`src/rtl/mem_access_arbiter.sv`:
```
// Arbitrates a single-ported backing memory between the fetch (IF) and memory-stage (DM) ports.
// One access at a time: one-cycle command strobe, wait for completion, one-cycle ready pulse.
module mem_access_arbiter #(
  parameter int unsigned ADDR_W     = 16,
  parameter int unsigned DATA_W     = 16,
  parameter int unsigned STARVE_MAX = 3
) (
  input  logic              clk,
  input  logic              rst,
  input  logic              if_req,
  input  logic [ADDR_W-1:0] if_addr,
  output logic              if_ready,
  output logic [DATA_W-1:0] if_rdata,
  output logic              if_stall,
  input  logic              dm_req,
  input  logic              dm_wr,
  input  logic [ADDR_W-1:0] dm_addr,
  input  logic [DATA_W-1:0] dm_wdata,
  output logic              dm_ready,
  output logic [DATA_W-1:0] dm_rdata,
  output logic              dm_stall,
  output logic              mem_enable,
  output logic              mem_write,
  output logic [ADDR_W-1:0] mem_addr,
  output logic [DATA_W-1:0] mem_wdata,
  input  logic [DATA_W-1:0] mem_rdata,
  input  logic              mem_done
);

  localparam int unsigned CNT_W = (STARVE_MAX < 1) ? 1 : $clog2(STARVE_MAX + 1);

  typedef enum logic [1:0] {
    S_IDLE  = 2'd0,
    S_ISSUE = 2'd1,
    S_WAIT  = 2'd2,
    S_RESP  = 2'd3
  } state_t;

  state_t             r_state, w_state;
  logic               r_owner_dm, w_owner_dm;
  logic               r_wr, w_wr;
  logic [CNT_W-1:0]   r_starve, w_starve;
  logic               w_mem_enable, w_mem_write;
  logic [ADDR_W-1:0]  w_mem_addr;
  logic [DATA_W-1:0]  w_mem_wdata;
  logic               w_if_ready, w_dm_ready;
  logic [DATA_W-1:0]  w_if_rdata, w_dm_rdata;
  logic               w_dm_wins;

  // Stalls follow the requester's own handshake, independent of who owns the memory
  assign if_stall = if_req & ~if_ready;
  assign dm_stall = dm_req & ~dm_ready;

  always_ff @(posedge clk or negedge rst) begin
    if (!rst) begin
      r_state    <= S_IDLE;
      r_owner_dm <= 1'b0;
      r_wr       <= 1'b0;
      r_starve   <= '0;
      mem_enable <= 1'b0;
      mem_write  <= 1'b0;
      mem_addr   <= '0;
      mem_wdata  <= '0;
      if_ready   <= 1'b0;
      dm_ready   <= 1'b0;
      if_rdata   <= '0;
      dm_rdata   <= '0;
    end else begin
      r_state    <= w_state;
      r_owner_dm <= w_owner_dm;
      r_wr       <= w_wr;
      r_starve   <= w_starve;
      mem_enable <= w_mem_enable;
      mem_write  <= w_mem_write;
      mem_addr   <= w_mem_addr;
      mem_wdata  <= w_mem_wdata;
      if_ready   <= w_if_ready;
      dm_ready   <= w_dm_ready;
      if_rdata   <= w_if_rdata;
      dm_rdata   <= w_dm_rdata;
    end
  end

  // DM has priority unless IF has waited through STARVE_MAX consecutive DM grants
  assign w_dm_wins = dm_req && !(if_req && (r_starve == CNT_W'(STARVE_MAX)));

  always_comb begin
    w_state      = r_state;
    w_owner_dm   = r_owner_dm;
    w_wr         = r_wr;
    w_starve     = r_starve;
    w_mem_enable = 1'b0;
    w_mem_write  = 1'b0;
    w_mem_addr   = mem_addr;
    w_mem_wdata  = mem_wdata;
    w_if_ready   = 1'b0;
    w_dm_ready   = 1'b0;
    w_if_rdata   = if_rdata;
    w_dm_rdata   = dm_rdata;
    case (r_state)
      S_IDLE: begin
        if (if_req || dm_req) begin
          w_state      = S_ISSUE;
          w_mem_enable = 1'b1;
          if (w_dm_wins) begin
            w_owner_dm  = 1'b1;
            w_wr        = dm_wr;
            w_mem_write = dm_wr;
            w_mem_addr  = dm_addr;
            w_mem_wdata = dm_wdata;
            if (!if_req) begin
              w_starve = '0;
            end else if (r_starve != CNT_W'(STARVE_MAX)) begin
              w_starve = r_starve + CNT_W'(1);
            end
          end else begin
            w_owner_dm  = 1'b0;
            w_wr        = 1'b0;
            w_mem_write = 1'b0;
            w_mem_addr  = if_addr;
            w_starve    = '0;
          end
        end else begin
          w_starve = '0;
        end
      end
      S_ISSUE: w_state = S_WAIT;
      S_WAIT: begin
        if (mem_done) begin
          w_state = S_RESP;
          if (r_owner_dm) begin
            w_dm_ready = 1'b1;
            if (!r_wr) begin
              w_dm_rdata = mem_rdata;
            end
          end else begin
            w_if_ready = 1'b1;
            w_if_rdata = mem_rdata;
          end
        end
      end
      S_RESP:  w_state = S_IDLE;
      default: w_state = S_IDLE;
    endcase
  end

endmodule

```
`config.mk`:
```
export PLATFORM = sky130hd
export DESIGN_NAME = mem_access_arbiter
export DESIGN_NICKNAME = d
export VERILOG_FILES = /design/src/rtl/mem_access_arbiter.sv
export SDC_FILE = /design/constraint.sdc
export NUM_CORES = 1
export LEC_CHECK = 0
export CAP_MARGIN = 10
export CORE_ASPECT_RATIO = 1.1
export CORE_MARGIN = 1.5
export CORE_UTILIZATION = 46
export CTS_BUF_LIST = sky130_fd_sc_hd__clkbuf_8
export DETAILED_ROUTE_END_ITERATION = 10
export GPL_TIMING_DRIVEN = 1
export PLACE_DENSITY_LB_ADDON = 0.05
export SLEW_MARGIN = 20
export SYNTH_ARGS = -nofsm -noshare
export SYNTH_HDL_FRONTEND = slang
export SYNTH_SLANG_ARGS = --single-unit
```
`constraint.sdc`:
```
create_clock -name clk -period 3.8 [get_ports clk]
set_input_delay 1.14 -clock clk [delete_from_list [all_inputs] [get_ports clk]]
set_output_delay 1.14 -clock clk [all_outputs]
set_load 0.05 [all_outputs]
```
* Yosys cells after proc, flatten, opt, wreduce, memory -nomap -nowiden
Cells that the tools add are included.
** Storage, ports and cells
- Register bits :: 74
- Input port bits :: 70
- Output and inout bits :: 70
- Logic and storage cells :: 58
** Cells by class
- Add/subtract/negate cells :: 1
- Equality and inequality tests :: 8
- Mux-type cells :: 20
- Bitwise logic cells :: 6
- Reductions and logical operators :: 11
** Operator list (count)
- 16-bit 2-to-1 mux :: 1
- 1-bit 2-to-1 mux :: 12
- 2-bit 2-to-1 mux :: 6
- 2-bit case mux with 4 select lines :: 1
- 2-bit == test, second input constant :: 3
- 2-bit inequality test, second input constant :: 3
- 2-bit AND reduction :: 3
- 3-bit AND reduction :: 2
- 4-bit by 3-bit inequality test with 1-bit output, second input constant :: 1
- 1-bit NOT :: 4
- 4-bit AND reduction :: 1
- 2-bit by 1-bit adder with 2-bit output, second input constant :: 1
- 1-bit bitwise AND :: 2
- 2-bit by 1-bit == test with 1-bit output, second input constant :: 1
- 1-bit logical AND :: 2
- 2-bit logical NOT :: 1
- 1-bit logical NOT :: 1
- 1-bit logical OR :: 1

* Logic depth before layout (Yosys ltp)
- Depth after elaboration :: 7
- Mapped depth :: 8

* Least setup slack after synthesis
OpenSTA, ideal clock, no wires.
- Path type :: input-to-output
- From :: input if_req
- To :: output if_stall
- Arrival :: 2029 ps
- Data required time :: 2660 ps
- Setup slack :: 631 ps
- Cell stages on the path :: 2
- Path buffers :: 1
- Path through :: buf_2 > nor2b_1
** Between the ends
- Longest elaborated chain between the ends :: 1
** Ends and longest elaborated chain
- start: declaration :: RTL line 10 : input logic if_req,
- 1-bit bitwise AND :: RTL line 51 : assign if_stall = if_req & ~if_ready;
- end: declaration :: RTL line 14 : output logic if_stall,
No other way between the ends.

* Final worst setup path
- From :: input dm_req
- To :: output dm_stall
** Between the ends
- Longest elaborated chain between the ends :: 1
** Ends and longest elaborated chain
- start: declaration :: RTL line 15 : input logic dm_req,
- 1-bit bitwise AND :: RTL line 52 : assign dm_stall = dm_req & ~dm_ready;
- end: declaration :: RTL line 21 : output logic dm_stall,
No other way between the ends.

==> impl_metrics.ini <==
[cts]
ctsResizeCount = 0
clk_latency_ps = 340
cts-root-buf = clkbuf_8
clock-sinks = 74
clk_pin_slew_ps = 70
cts_setup_buffers = 0
cts.hold.buffers_added = 0
cts_tree = built
clk_path_buf_depth = 2
numCtsBuffers = 9
htree_levels = 3

[timing]
setup-tns-final_ps = 0
period_minus_slack_ps = 3290
setup_viol = 0
fmax_mhz = 304
drv_slew = 0
tightestPinTransition_ps = 918
hold_viol_final = 0
rsz0062_at_grt = no
skew_ps = 12.6
min_period_over_period_pct = 86.5
relSlewSlack_pct = 38.8

[synthesis]
synth_top_family_by_area = multiplexers
synth_top_area_share_pct = 62.1
synth_commonest_cells = dfrtp_1, mux2_2, a21oi_1
synthTopCellsByArea = dfrtp_1, mux2_2, a21oi_1, mux2_4, nand2_1
yosysMostFrequentCell = dfrtp_1
syn_avg_cell_area_um2 = 13.2
synth-xor-area-share_pct = 0
syn-cell-area_mm2 = 0.00298
synth_fa_ha_area_share_pct = 1.26
synth.distinct_cells = 24
synthArstFlopShare_pct = 100
synth-compound-area-share_pct = 7.55
synth-edff-count = 0
ys_ff_latch = 74
synth_simple_gate_area_share_pct = 6.46
ys.flop_type = dfrtp_1
syn_nets = 299
ys_seq_area_share_pct = 62.1
synthMuxAreaShare_pct = 20.0
synth_top_cell_by_area = dfrtp_1
ys_warn_count = 0
synth_cells = 226

[power]
p_seq_share_pct = 27.7
switchingPower_w = 0.00225
total_power_w = 0.00495
switching_share_pct = 45.5
p_leak_nw = 2.10
pwr-share-comb_pct = 57.6
powerDensity_mw_per_mm2 = 1050
power.internal_w = 0.00270
pwr-share-clk_pct = 14.7
ir_drop_v = 0.000656

[routing]
ant_nets = 0
routed_via_density = 4.98
routed_wl_um = 7150
vias = 2273
firstDrtPassIters = 4
post_drt_wl_per_cell_um = 15.7
drt_iter0_markers = 77
post-route-drc-count = 0

[grt]
grt_pass1_wl_um = 11300
grt_overflow = 0
grt_max_degree = 75
grt_util_all_layers_pct = 21.4
antenna_found_initial = 0
first_global_vias = 2409

[critical_path]
cp_cell_sequence = clkdlybuf4s50_1 -> nor2b_1 -> buf_12
path_buf_inv = 2
cp_slowest_cell = clkdlybuf4s50_1
endpoint_kind = primary output
worstPathRequired_ps = 2660
r2r_slack_ps = 2160
critPathArrivalTime_ps = 2150
critPathMaxFanout = 5
crit_family = buffers and inverters
cp-start-kind = input pin
crit_type = in2out
slowest_delay_ps = 590

[floorplan]
rows = 30
core_mm2 = 0.00623
die_y_um = 87.4
pin_count = 140
die_area_mm2 = 0.00697
die_w_um = 79.8
start_util_pct = 47.9

[final_layout]
seqCellArea_mm2 = 0.00185
diodes = 0
num-nets-final = 444
fill_cells = 426
drive_gt1_share_pct = 19.9
multi_input_area_mm2 = 0.00105
area.growth.synth_to_final_pct = 58.2
final_core_util_pct = 75.7

[placement]
numPortBuffers = 139
gp_routability_congestion = 0.709
hpwlAfterDp_um = 5070

[job]
drv_cap = 0

[status]
status = finished clean

[hold_path]
hp-class = reg2reg
-- cell usage in the layout, fill, tap and decap left out, types with 2 or more instances in the layout --
| cell | n |
|---|---|
| a21oi_1 | 33 |
| and3_1 | 2 |
| buf_12 | 2 |
| buf_4 | 6 |
| bufinv_16 | 3 |
| clkbuf_8 | 10 |
| clkdlybuf4s50_1 | 136 |
| dfrtp_1 | 74 |
| ha_1 | 3 |
| inv_1 | 7 |
| mux2_2 | 40 |
| mux2_4 | 9 |
| nand2_1 | 18 |
| nor2_1 | 17 |
| nor2b_1 | 3 |
-- area by class of cell --
type | instances | share of cell area (%)
clock inverter | 6 | 2.26
clock buffer | 10 | 2.92
sequential | 74 | 39.3
multi-input combinational | 136 | 22.3
timing repair buffer | 144 | 30.7
tap | 80 | 2.12
inverter | 6 | 0.478
-- worst register-to-register path: cells and delay by family (launching register included) --
family / cells / cell delay (ps)
AO/OA/AOI/OAI: 2 / 370
adder cells (fa/ha/maj): 1 / 360
buffers and inverters: 2 / 370
flip-flops: 1 / 380
AND/OR/NAND/NOR: 1 / 100
-- metal layers --
layer	vias to the layer above	track usage, %	part of all wire [%]
li1	1062	-	-
met1	1106	25.0	40
met2	93	36.8	50
met3	12	5.76	8.3
met4	0	9.87	1.6
met5	-	0	0
-- stage by stage --
stage	worst slack, ps	hold slack [ps]	std cells	area, um2
floorplan	631	440	226	2980
global placement	544	456	440	4470
detailed placement	527	466	440	4470
CTS	522	483	456	4720
global route	487	508	456	4720
finish	512	486	456	4720
-- final timing paths --
kind / start / endpoint / depth (start not counted)
setup / recovery: dm_req / dm_stall / 3
max in group asynchronous: rst / mem_addr[1]$_DFFE_PN0P_ / 1
hold / removal: r_wr$_DFFE_PN0P_ / r_wr$_DFFE_PN0P_ / 1
min in group asynchronous: rst / mem_addr[0]$_DFFE_PN0P_ / 1
setup reg to reg: r_state[0]$_DFFE_PN0P_ / mem_addr[11]$_DFFE_PN0P_ / 6
hold reg to reg: r_wr$_DFFE_PN0P_ / r_wr$_DFFE_PN0P_ / 1
-- power groups by stage --
stage / clock [W] / combinational, W / sequential [W]
after detailed placement: 0 / 0.00287 / 0.00139
after global routing: 0.000771 / 0.00299 / 0.00141
final: 0.000728 / 0.00285 / 0.00137
after floorplan: 0 / 0.000648 / 0.00263
after global placement: 0 / 0.00283 / 0.00136
after CTS: 0.000744 / 0.00288 / 0.00137
-- logic make-up (layout without fill, tap and decap cells) --
kind of cell / Yosys count / in the layout
fa+ha+maj: 3 / 3
flops: 74 / 74
buf+inv: 16 / 166
compound gates: 39 / 39
simple gates: 44 / 44
mux: 50 / 50
-- flip-flops by register name (all words and copies together) (netlist names) --
| signal | cells |
|---|---|
| mem_enable | 1 |
| if_rdata | 16 |
| dm_rdata | 16 |
| dm_ready | 1 |
| r_wr | 1 |
| mem_addr | 16 |
| mem_write | 1 |
| mem_wdata | 16 |
| r_state | 2 |
| r_owner_dm | 1 |
| if_ready | 1 |
| r_starve | 2 |
Power figures use the tool's default switching activity.
